==> src/rtl/reg_pipe_pkg.sv <==
// Shared definitions for the elastic register pipeline: occupancy counter sizing
// and the default word loaded into data registers on reset or flush.
package reg_pipe_pkg;

   localparam int unsigned DEFAULT_RESET_VAL = 0;

   // Counter must represent 0..stages inclusive.
   function automatic int occ_width(input int stages);
      return (stages < 1) ? 1 : $clog2(stages + 1);
   endfunction

endpackage

==> src/rtl/reg_pipe_stage.sv <==
// One elastic stage: a valid bit plus a data register that advances whenever
// the stage is empty or its downstream neighbour is taking the current word.
module reg_pipe_stage
   import reg_pipe_pkg::*;
#(
   parameter int               WIDTH     = 32,
   parameter logic [WIDTH-1:0] RESET_VAL = WIDTH'(DEFAULT_RESET_VAL)
) (
   input  logic             clk,
   input  logic             rst_n,
   input  logic             i_flush,
   input  logic             i_up_valid,
   input  logic [WIDTH-1:0] i_up_data,
   input  logic             i_dn_ready,
   output logic             o_rdy,
   output logic             o_valid,
   output logic [WIDTH-1:0] o_data
);

   logic             r_v;
   logic [WIDTH-1:0] r_d;

   // An empty stage always accepts, collapsing bubbles without waiting on the consumer.
   assign o_rdy   = ~r_v | i_dn_ready;
   assign o_valid = r_v;
   assign o_data  = r_d;

   always_ff @(posedge clk) begin
      if (!rst_n || i_flush) begin
         r_v <= 1'b0;
         r_d <= RESET_VAL;
      end else if (o_rdy) begin
         r_v <= i_up_valid;
         if (i_up_valid) begin
            r_d <= i_up_data;
         end
      end
   end

endmodule

==> src/rtl/reg_pipe.sv <==
// Elastic register pipeline: STAGES chained valid/data stages with a combinational
// ready chain, synchronous flush and a registered occupancy count.
module reg_pipe
   import reg_pipe_pkg::*;
#(
   parameter int               WIDTH     = 32,
   parameter int               STAGES    = 2,
   parameter logic [WIDTH-1:0] RESET_VAL = WIDTH'(DEFAULT_RESET_VAL)
) (
   input  logic                            clk,
   input  logic                            rst_n,
   input  logic                            flush,
   input  logic                            in_valid,
   output logic                            in_ready,
   input  logic [WIDTH-1:0]                data_in,
   output logic                            out_valid,
   input  logic                            out_ready,
   output logic [WIDTH-1:0]                data_out,
   output logic [occ_width(STAGES)-1:0]    occupancy
);

   localparam int OCC_W = occ_width(STAGES);

   logic             w_push;
   logic             w_pop;
   logic [OCC_W-1:0] r_occ;

   for (genvar gi = 0; gi < STAGES; gi++) begin : g_stage
      logic             w_up_valid;
      logic [WIDTH-1:0] w_up_data;
      logic             w_dn_ready;
      logic             w_rdy;
      logic             w_v;
      logic [WIDTH-1:0] w_d;

      if (gi == 0) begin : g_head
         assign w_up_valid = in_valid & ~flush;
         assign w_up_data  = data_in;
      end else begin : g_body
         assign w_up_valid = g_stage[gi-1].w_v;
         assign w_up_data  = g_stage[gi-1].w_d;
      end

      if (gi == STAGES - 1) begin : g_tail
         assign w_dn_ready = out_ready;
      end else begin : g_link
         assign w_dn_ready = g_stage[gi+1].w_rdy;
      end

      reg_pipe_stage #(
         .WIDTH     (WIDTH),
         .RESET_VAL (RESET_VAL)
      ) u_stage (
         .clk        (clk),
         .rst_n      (rst_n),
         .i_flush    (flush),
         .i_up_valid (w_up_valid),
         .i_up_data  (w_up_data),
         .i_dn_ready (w_dn_ready),
         .o_rdy      (w_rdy),
         .o_valid    (w_v),
         .o_data     (w_d)
      );
   end

   assign in_ready  = g_stage[0].w_rdy & ~flush;
   assign out_valid = g_stage[STAGES-1].w_v;
   assign data_out  = g_stage[STAGES-1].w_d;
   assign occupancy = r_occ;

   assign w_push = in_valid & in_ready;
   assign w_pop  = out_valid & out_ready;

   // Tracks popcount of the valid bits by following the boundary handshakes.
   always_ff @(posedge clk) begin
      if (!rst_n || flush) begin
         r_occ <= '0;
      end else begin
         case ({w_push, w_pop})
            2'b10:   r_occ <= r_occ + OCC_W'(1);
            2'b01:   r_occ <= r_occ - OCC_W'(1);
            default: r_occ <= r_occ;
         endcase
      end
   end

endmodule

==> config.mk <==
export PLATFORM = sky130hd
export DESIGN_NAME = reg_pipe
export DESIGN_NICKNAME = d
export VERILOG_FILES = /design/src/rtl/reg_pipe_pkg.sv /design/src/rtl/reg_pipe_stage.sv /design/src/rtl/reg_pipe.sv
export SDC_FILE = /design/constraint.sdc
export NUM_CORES = 1
export LEC_CHECK = 0
export BUFFER_PORTS_ARGS = -buffer_cell sky130_fd_sc_hd__buf_4
export CORE_MARGIN = 2
export CORE_UTILIZATION = 45
export DETAILED_ROUTE_END_ITERATION = 8
export PLACE_DENSITY = 0.77
export SKIP_CTS_REPAIR_TIMING = 1
export SKIP_LAST_GASP = 1
export SLEW_MARGIN = 5
export SYNTH_ARGS = -nofsm -noshare
export SYNTH_HDL_FRONTEND = slang
export SYNTH_SLANG_ARGS = --single-unit
export TNS_END_PERCENT = 10
==> constraint.sdc <==
create_clock -name clk -period 2.7 [get_ports clk]
set_clock_uncertainty 0.1 [all_clocks]
set_input_delay 0.405 -clock clk [delete_from_list [all_inputs] [get_ports clk]]
set_output_delay 0.405 -clock clk [all_outputs]
set_load 0.01 [all_outputs]
# After elaboration in Yosys (flattened, before gate mapping)
# Index checks and enable logic that the tools add are counted.
# Widths: inputs -> output; s select.
# totals
out_inout_bits	36
ff_bits	68
# classes
eq_ne	2
n_mux	1
n_reduce_logical	5
add_sub_neg	2
bitwise_logic	9
# ops
operator	n
$and 1x1->1	4
$pmux 2 s2	1
$reduce_and 2->1	2
$not 1->1	3
$add 2x1->2 const B	1
$eq 2x1->1 const B	1
$eq 2x2->1 const B	1
$or 1x1->1	2
$reduce_bool 2->1	1
$sub 2x1->2 const B	1
$logic_not 1->1	1
$logic_or 1x1->1	1

# Logic depth before layout (Yosys ltp)
# Gate-level depths: netlist of run 1.
# depth
ltp_word	7
ltp_mapped	9

# Modules after synthesis
# A second synthesis of run 1 with hierarchy kept.
# hier_totals
cells_unflattened	318
area_unflattened_um2	2746.4
# modules_own_cells
mod	cells_per_inst	seq_area_each_um2	area_each_um2	instances
reg_pipe_stage	152	660.6	1313.8	2
reg_pipe	14	40.0	118.9	1

# Least setup slack after synthesis of run 1
# OpenSTA, ideal clock, no wires.
# synth_timing
kind	flip-flop to flip-flop
from	register g_stage[0].u_stage.r_v
to	register r_occ[1] (netlist: occupancy[1])
arrival_ns	1.943
stages_incl_launch_ff	9
t_required_ns	2.530
setup_slack_ns	0.586
cell_sequence	dfxtp_1 buf_6 and3b_1 or3_1 buf_6 buf_12 ha_1 or3_1 a21oi_1
# synth_via
elab_chain_cells	6
word_cells_on_any_way	8
cone_classes	eq/ne (2); mux (1); bitwise (4); reduce/logical (1)
# synth_lines
element	line	rtl
start: declaration	reg_pipe_stage.sv:20	logic r_v;
start signal: assignment	reg_pipe_stage.sv:33	r_v <= i_up_valid;
$not 1->1 (*)	reg_pipe_stage.sv:24	assign o_rdy = ~r_v | i_dn_ready;
$or 1x1->1 (*)	reg_pipe_stage.sv:24	
$and 1x1->1 (*)	reg_pipe.sv:66	assign in_ready = g_stage[0].w_rdy & ~flush;
$and 1x1->1 (*)	reg_pipe.sv:71	assign w_push = in_valid & in_ready;
$eq 2x1->1 / $eq 2x2->1 (equally long branches)	reg_pipe.sv:79	case ({w_push, w_pop})
$pmux 2 s2 / $reduce_bool 2->1 (equally long branches)	--	
end signal: assignment	reg_pipe.sv:80	2'b10: r_occ <= r_occ + OCC_W'(1);
end signal: assignment	reg_pipe.sv:81	2'b01: r_occ <= r_occ - OCC_W'(1);
end signal: assignment	reg_pipe.sv:82	default: r_occ <= r_occ;
end: declaration	reg_pipe.sv:26	logic [OCC_W-1:0] r_occ;
# Mark *: on every way between the ends. The rest lies on a longest branch, timed or not.
# A chain may end at the register's enable or synchronous reset.

# Worst setup path in the final report of run 1
# layout_timing
from	register g_stage[1].u_stage.r_v
to	register r_occ[1] (netlist: occupancy[1])
# layout_via
elab_chain_cells	7
word_cells_on_any_way	10
cone_classes	eq/ne (2); mux (1); bitwise (6); reduce/logical (1)
# layout_lines
element	line
start: declaration	reg_pipe_stage.sv:20
start signal: assignment	reg_pipe_stage.sv:33
$not 1->1	reg_pipe_stage.sv:24
$or 1x1->1 (2 in series)	reg_pipe_stage.sv:24
$and 1x1->1	reg_pipe.sv:66
$and 1x1->1	reg_pipe.sv:71
$eq 2x1->1 / $eq 2x2->1 (equally long branches)	reg_pipe.sv:79
$pmux 2 s2 / $reduce_bool 2->1 (equally long branches)	--
# Parallel ways exist; a longest one is shown, timed or not.

==> results.txt, run 1 <==
The run finished with clean final reports. In this run, the combinational gates consume 7.4% of the power. In this run the worst path has a maximum fanout of 5.

Top flip-flop cell by instance count after synthesis: sky130_fd_sc_hd__dfxtp_1. Measured against its own limit, the worst slew margin works out to 58.7%. Yosys mapped the design onto 23 distinct sky130hd cell types. For the via count of the first global-routing pass, the log shows 2081. Across all setup checks in the final design, the least slack found is 0.738 ns. The count of unresolved DRC violations after routing is 0.

The clock network is responsible for 40.1% of the overall power. In this run the worst setup path begins at g_stage[1].u_stage.o_valid$_SDFFE_PP0P_. For the pin with the worst max-slew slack, the measured transition is 0.616 ns.

The worst reg2reg path endpoint is occupancy[1]$_SDFFE_PP0P_. For this run, the total global-route usage over all layers was measured as 19.6%. Yosys instantiated no cell more often than sky130_fd_sc_hd__dfxtp_1. The run gives 0.580 ns as the pre-CTS worst setup slack. Across the run, the number of max-cap violations was 0.

The worst register-to-register path begins at g_stage[1].u_stage.o_valid$_SDFFE_PP0P_. In the final routed layout, each cell accounts on average for 13.8 um. The H-tree depth came out at 3. The clock drives 68 sinks. Clock-pin slew was measured on the worst setup and hold paths at 0.07 ns. Portion of synthesized cell area occupied by the leading cell type: 50.4%. The finished cells cover 3420 um2.

The largest total area in the synthesized netlist belongs to sky130_fd_sc_hd__dfxtp_1. The clock root buffer master was sky130_fd_sc_hd__clkbuf_8. The largest voltage drop on the vdd net is 0.000307 V, and the total setup violations reported at the end of the flow is 0.

The post-synth net total is 347. After the first detailed-routing iteration, the DRC count stood at 141. Final-layout worst hold slack: 0.226 ns.

Across all register-to-register paths, the minimum setup slack is 0.74 ns. The fraction of synthesis flops using an asynchronous set or reset pin was 0%. The min-delay analysis places its worst path in the category input pin to register. The tools report the count of final max-slew check failures as 0. The critical path in this run is classified as register to register.

Total leakage power: 1.46 nW. The number of buffers added by the clock tree synthesis step came out at 9. Setup repair after global routing left no endpoint under its margin. Largest net degree at the start of global routing: 37. The net switching fraction of the power came out at 22.3%. The final critical path takes up 72.7% of the cycle. The die span in y was 81.5 um; the core area was 5850 um2. The detailed router placed 2298 vias in this run. Dividing the detail-routed via count by the number of cells gives 5.12. The count of nets left with antenna violations once routing finished came out at 0. Buffer levels on the longest clock path: 2. Pin placement for this block handled 73 I/O pins.

The fraction of final layout cells with drive strength greater than 1 was 25.9%. For this run, the number of Yosys warnings is 0. The placement-stage cell area came out at 3230 um2.

The floorplan has 28 rows. Floorplan die width: 81.5 um. In this run the power density over the cells is 569 nW/um2. TritonCTS built the clock tree.

The logs give 0.510 GHz for the highest achievable clock rate and 0.32 ns for the worst-skew pair later-pin latency. The endpoint class of the critical path was a register. Counting flops and latches in the post-synthesis netlist gives 68. The first-pass GRT wire length is 9.89 mm.

The critical path ends at occupancy[1]$_SDFFE_PP0P_. Compared with the post-synthesis result, the final layout area differs by 26.7%. In this run, flip-flops and latches consume 52.6% of the power.

Data on the critical path arrives at its endpoint at 2.11 ns. Counting flops with a built-in enable in the synthesized netlist gives 0. Detailed placement ended at an HPWL of 3.99 mm. The repair_antennas step left the layout with diodes totalling 0. The routed design could run at a clock period as short as 1.96 ns. Yosys attributes the largest share of cell area to sky130_fd_sc_hd__dfxtp_1, sky130_fd_sc_hd__mux2i_1, sky130_fd_sc_hd__nand2_1. Startpoint type of the worst setup path: a register.

Counting instances in the post-synthesis netlist gives the leading cell types as sky130_fd_sc_hd__dfxtp_1, sky130_fd_sc_hd__nand2_1, sky130_fd_sc_hd__a21oi_1. Data on the critical path is required at its endpoint by 2.85 ns. Number of buffer cells added on primary ports: 72.

The tools report the total count of hold-check failures in the final report as 0. In this run the mean area of a mapped cell was 8.74 um2. Internal power comes to 1.51 mW. The share of synthesized area occupied by flip-flops and latches was 50.4%; the final net count was 408. The initial cell density of the core is 46.2%. Cell depth of the worst flop-to-flop path: 5. For this design the total switching power over the nets is 434 uW.

The total overflow reported by the global router was 0. The die covers 6640 um2. The aggregate routed wire length was 6.21 mm. Mapped cell area: 2700 um2.

Routability-driven placement finished with a final weighted congestion of 0.733. For the final routed database, the setup TNS stands at 0 ns. Synthesis handed over a netlist of 309 instances. The number of antenna violations at the first check in global routing is 0, and the number of iterations in the first detailed-routing pass is 4.
## power by group through the flow
stage	clock, mW	combinational [mW]	sequential (mW)
finish	0.780	0.143	1.02
CTS	0.786	0.144	1.02
global placement	0	0.142	1.05
global route	0.835	0.155	1.02
floorplan	0	0.0865	1.05
detailed placement	0	0.144	1.05
## flip-flops by register name, summed over array words and instances (netlist names)
| name | cells |
|---|---|
| g_stage.u_stage.o_data | 64 |
| g_stage.u_stage.o_valid | 2 |
| occupancy | 2 |
## layout by cell type (no fill, tap or decap), types with 2 or more instances in the layout
| cell type | count |
|---|---|
| sky130_fd_sc_hd__a21oi_1 | 35 |
| sky130_fd_sc_hd__buf_4 | 78 |
| sky130_fd_sc_hd__clkbuf_8 | 13 |
| sky130_fd_sc_hd__dfxtp_1 | 68 |
| sky130_fd_sc_hd__mux2i_1 | 32 |
| sky130_fd_sc_hd__nand2_1 | 65 |
| sky130_fd_sc_hd__nand2b_1 | 2 |
| sky130_fd_sc_hd__nand3_1 | 32 |
| sky130_fd_sc_hd__nor2_1 | 2 |
| sky130_fd_sc_hd__o21ai_0 | 13 |
| sky130_fd_sc_hd__o21ai_1 | 20 |
## routing by layer
layer  global-route usage, %  wire, um
met5                       0         0
met4                    7.63        46
met3                    4.07       352
met2                    30.6      2870
met1                    26.6      2940
## critical path, stage by stage (launching register included)
cell and delay [ns]:
sky130_fd_sc_hd__dfxtp_1 0.34, sky130_fd_sc_hd__and3b_1 0.18, sky130_fd_sc_hd__or3_2 0.43, sky130_fd_sc_hd__ha_1 0.33, sky130_fd_sc_hd__or3_1 0.35, sky130_fd_sc_hd__a21oi_1 0.16
## cells by family after synthesis
group | after synthesis | synth area share [%]
flip-flops | 68 | 50.4
multiplexers | 32 | 11.9
buffers and inverters | 31 | 6.81
adder cells (fa/ha/maj) | 1 | 0.463
AND/OR/NAND/NOR | 107 | 17.2
XOR/XNOR | 2 | 0.649
AO/OA/AOI/OAI | 68 | 12.6
## per-stage QoR
step                power, mW  std cells  util (%)
floorplan                1.13        309         -
global placement         1.19        434      55.3
detailed placement       1.19        434      55.3
CTS                      1.95        449      58.5
global route             2.01        449      58.5
finish                   1.95        449      58.5
## layout make-up
type	count	area, um2
Fill cell	532	2430
Tap cell	75	93.8
Multi-Input combinational cell	210	1170
Clock buffer	14	183
Inverter	2	7.51
Clock inverter	1	5.00
Timing Repair Buffer	79	606
Sequential cell	68	1360
## worst min-delay path by stage
stage	cells after the start	start	endpoint	slack [ns]
after floorplan	2	g_stage[0].u_stage.o_data[10]$_SDFFE_PP0P_	g_stage[0].u_stage.o_data[10]$_SDFFE_PP0P_	0.34
after global placement	2	g_stage[0].u_stage.o_data[22]$_SDFFE_PP0P_	g_stage[0].u_stage.o_data[22]$_SDFFE_PP0P_	0.35
after detailed placement	2	g_stage[0].u_stage.o_data[28]$_SDFFE_PP0P_	g_stage[0].u_stage.o_data[28]$_SDFFE_PP0P_	0.35
after CTS	3	data_in[25]	g_stage[0].u_stage.o_data[25]$_SDFFE_PP0P_	0.22
after global routing	3	data_in[24]	g_stage[0].u_stage.o_data[24]$_SDFFE_PP0P_	0.21
final	3	data_in[27]	g_stage[0].u_stage.o_data[27]$_SDFFE_PP0P_	0.23
Power figures use the tool's default switching activity.
==> run 2, diff against run 1 <==
Settings changed: ABC_AREA set to 1, PLACE_DENSITY 0.77 to 0.79.
Clock period 2.7 ns to 1.8 ns, I/O delays scaled along.
==> run 2 against run 1 <==
Via count is 7.7% higher. Worst hold slack worse by 0.11 ns. Cell area is 2.7% higher. Sequential share of layout area is 1.1 points lower. Combinational power is 120% higher. Register-to-register slack worse by 0.29 ns. Largest power group unchanged. Critical path type is now register to output port.
==> results.txt, run 2 <==
The flow ran to the end, and the final reports show no timing, DRC or antenna violations. Entering global routing, the biggest net connects 45 pins. The minimum period implied by the final worst setup slack was 1.68 ns.

After global routing the overflow that remains totals 0. The count of unresolved DRC violations after routing is 0, and the final weighted congestion in routability-driven placement is 0.735. From left edge to right edge, the die measures 83.1 um. Number of maximum-capacitance constraint violations: 0. For the mapped cell area, the log shows 2820 um2. The initialized floorplan defines 28 standard-cell rows.

The total die area was 6900 um2; the power per cell area was 871 nW/um2. The highest cell delay on the worst timing path came out at 0.39 ns. Number of fill cells in the layout: 570. The top flip-flop cell by instance count after synthesis was sky130_fd_sc_hd__dfxtp_1. The core area is 5990 um2, and the aggregate routed wire length is 5.83 mm. For the worst setup path, the data arrival time is 1.31 ns. The logs give 0 for the number of antenna violations at the first check in global routing and 9 for the number of buffers added by the clock tree synthesis step. CTS built an H-tree with a depth of 3.

Synthesis produced a netlist whose cell count is 383. In this run the biggest area consumer among cell types represents 48.4% of the synthesized area. Grouping stages by cell kind, the critical path spends the most delay in flip-flops. STA puts the critical path data required time at 1.43 ns. The routed layout has 2475 vias. The run gives 19 as the number of unique standard cell types used by synthesis. The highest achievable clock rate was 0.595 GHz. Along the worst path, the maximum fanout reaches 41.

In this run the worst hold path is classified as input pin to register. The worst path uses 93.3% of the clock period. The count of nets left with antenna violations once routing finished came out at 0.

Most common cell after layout, fill and taps aside: sky130_fd_sc_hd__nor2_1. The tools report the utilization of the core after routing as 58.7%. STA classifies the critical path startpoint as a register. Via count of the first global-routing pass: 2274. In the final routed layout, each cell accounts on average for 11.1 um. Traced cell by cell, the critical path runs through nand3_2 -> buf_8 -> nand2_1 -> inv_1 -> buf_4. Port buffering added 72 buffers. The initial cell density of the core was 47.0%; the share of synthesized area occupied by flip-flops and latches was 48.4%. The fraction of final layout cells with drive strength greater than 1 was 25.0%. The average instance in the mapped netlist occupies 7.35 um2. The synthesis-to-finish area growth came out at 24.9%. Measured against its own limit, the worst slew margin works out to 60.7%. Synthesis produced a netlist with a net count of 421. The buffer levels on the longest clock path was 2; the first-pass GRT wire length was 9.76 mm. The critical path is of the register to output port type. The number of vias per cell is 4.70, and the total routing resource utilization after global routing is 17.3%. The worst-path cell with the longest stage delay is sky130_fd_sc_hd__dfxtp_1.

For the pin with the worst max-slew slack, the measured transition is 0.588 ns. The sum of buffers and inverters on the critical path came out at 3. CTS clock-pin slew for the worst setup and hold paths: 0.07 ns. The number of flip-flops under the largest register name came out at 64.

CTS placed an instance of sky130_fd_sc_hd__clkbuf_8 at the clock tree root. Ranked by instance count, the synthesized netlist is headed by sky130_fd_sc_hd__nor2_1, sky130_fd_sc_hd__dfxtp_1, sky130_fd_sc_hd__nand2_1. The dominant cell by count in the synthesized netlist is sky130_fd_sc_hd__nor2_1. The placed wire-length estimate was 3.88 mm; the largest voltage drop on the vdd net was 0.000506 V.

Count of final max-slew check failures: 0. The worst-skew pair later-pin latency was 0.34 ns. The floorplan step set the die height to 83.1 um. The analysis attributes to cell leakage a power of 1.61 nW. The worst register-to-register path begins at g_stage[1].u_stage.o_valid$_SDFFE_PP0P_. Counting every sink on the clock net gives 68.

Ranked by total cell area, the synthesized netlist is headed by sky130_fd_sc_hd__dfxtp_1, sky130_fd_sc_hd__nor2_1, sky130_fd_sc_hd__nand3_1. The library cells used most frequently in the layout, excluding fill and tap cells, are sky130_fd_sc_hd__nor2_1, sky130_fd_sc_hd__buf_4, sky130_fd_sc_hd__dfxtp_1. The worst setup path is captured at an output port. For this run, the number of Yosys warnings is 0. Tracing the worst setup path back leads to its startpoint at g_stage[1].u_stage.o_valid$_SDFFE_PP0P_.

The detailed router finished its first iteration with 75 violations. TritonCTS built the clock tree. Summed over all instances, the cell type with the most area after synthesis is sky130_fd_sc_hd__dfxtp_1. After synthesis, the share of flip-flops with an asynchronous set or reset is 0%.

The number of synthesized register bits is 68, and the number of ports placed on the die boundary is 73. The total count of hold-check failures in the final report came out at 0. The logs give 4 for the number of iterations in the first detailed-routing pass and 0 for the total setup violations reported at the end of the flow. For this run, the post-layout net count is 485. The number of synthesized flops with an enable pin was 0. 0 antenna diodes ended up in the layout. Setup repair after global routing left no endpoint under its margin. The worst hold path begins at rst_n. Adding up every negative setup slack in the final design gives 0 ns.
==> run 2: cell count changes after synthesis, moves of 4 or more <==
cell	previous run	this run
sky130_fd_sc_hd__inv_2	1	5
sky130_fd_sc_hd__nand2_1	65	40
sky130_fd_sc_hd__buf_4	0	8
sky130_fd_sc_hd__a21oi_2	0	9
sky130_fd_sc_hd__a21oi_1	35	26
sky130_fd_sc_hd__nor2_1	2	100
sky130_fd_sc_hd__mux2i_1	32	0
sky130_fd_sc_hd__buf_2	3	10
sky130_fd_sc_hd__buf_6	2	6
sky130_fd_sc_hd__clkbuf_1	20	3
sky130_fd_sc_hd__inv_1	1	37
==> run 2: path summary, 6_finish.rpt <==
check | endpoint | slack [ns] | cells past startpoint
worst max-delay path | in_ready | 0.12 | 5
worst max register to register | g_stage[1].u_stage.o_data[26]$_SDFFE_PP0P_ | 0.45 | 5
worst min register to register | g_stage[0].u_stage.o_data[18]$_SDFFE_PP0P_ | 0.38 | 2
worst min-delay path | g_stage[1].u_stage.o_valid$_SDFFE_PP0P_ | 0.12 | 3
==> run 2: layout make-up <==
cell class / instances / area [um2] / share of cell area (%)
sequential: 68 / 1360 / 38.7
clock buffer: 10 / 128 / 3.63
tap: 75 / 93.8 / 2.67
clock inverter: 6 / 55.1 / 1.57
inverter: 42 / 158 / 4.48
timing repair buffer: 80 / 608 / 17.3
multi-input combinational: 246 / 1110 / 31.6
==> run 2: logic make-up (layout without fill, tap and decap cells) <==
logic type / count (synthesis) / after routing / share of synthesized area, %
buffers and inverters: 69 / 138 / 12.3
AOI/OAI and AO/OA: 68 / 68 / 13.3
and+or+nand+nor: 177 / 177 / 25.6
DFF: 68 / 68 / 48.4
adders and majority gates: 1 / 1 / 0.444
==> run 2: layer usage <==
metal / up-vias / wire [um] / GRT usage, %
met5: - / 0 / 0
met4: 0 / 121 / 8.94
met3: 8 / 246 / 3.58
met2: 58 / 2810 / 30.4
met1: 1087 / 2650 / 19.7
li1: 1322 / - / -
==> run 2: through the flow <==
stage / setup WS, ns / hold slack, ns / instances / power [mW] / cell area (um2)
after floorplan: 0.210 / 0.313 / 383 / 1.81 / 2820
final: 0.120 / 0.118 / 527 / 3.06 / 3520
after CTS: -0.00544 / 0.105 / 527 / 3.10 / 3510
after global routing: 0.0204 / 0.113 / 527 / 3.20 / 3520
after global placement: 0.346 / 0.354 / 511 / 1.92 / 3330
after detailed placement: 0.316 / 0.363 / 511 / 1.92 / 3330
==> run 2: power by group <==
group	switching (mW)	internal [mW]	total (mW)	leakage, nW
logic	0.166	0.153	0.319	0.959
clock network	0.547	0.627	1.17	0.0996
registers	0.0224	1.55	1.57	0.552
total	0.735	2.33	3.06	1.61
==> run 2: worst min-delay path: cells and delay by family <==
kind | cells | cell delay (ns)
simple gates | 1 | 0.09
compound gates | 1 | 0.04
buf+inv | 1 | 0.11
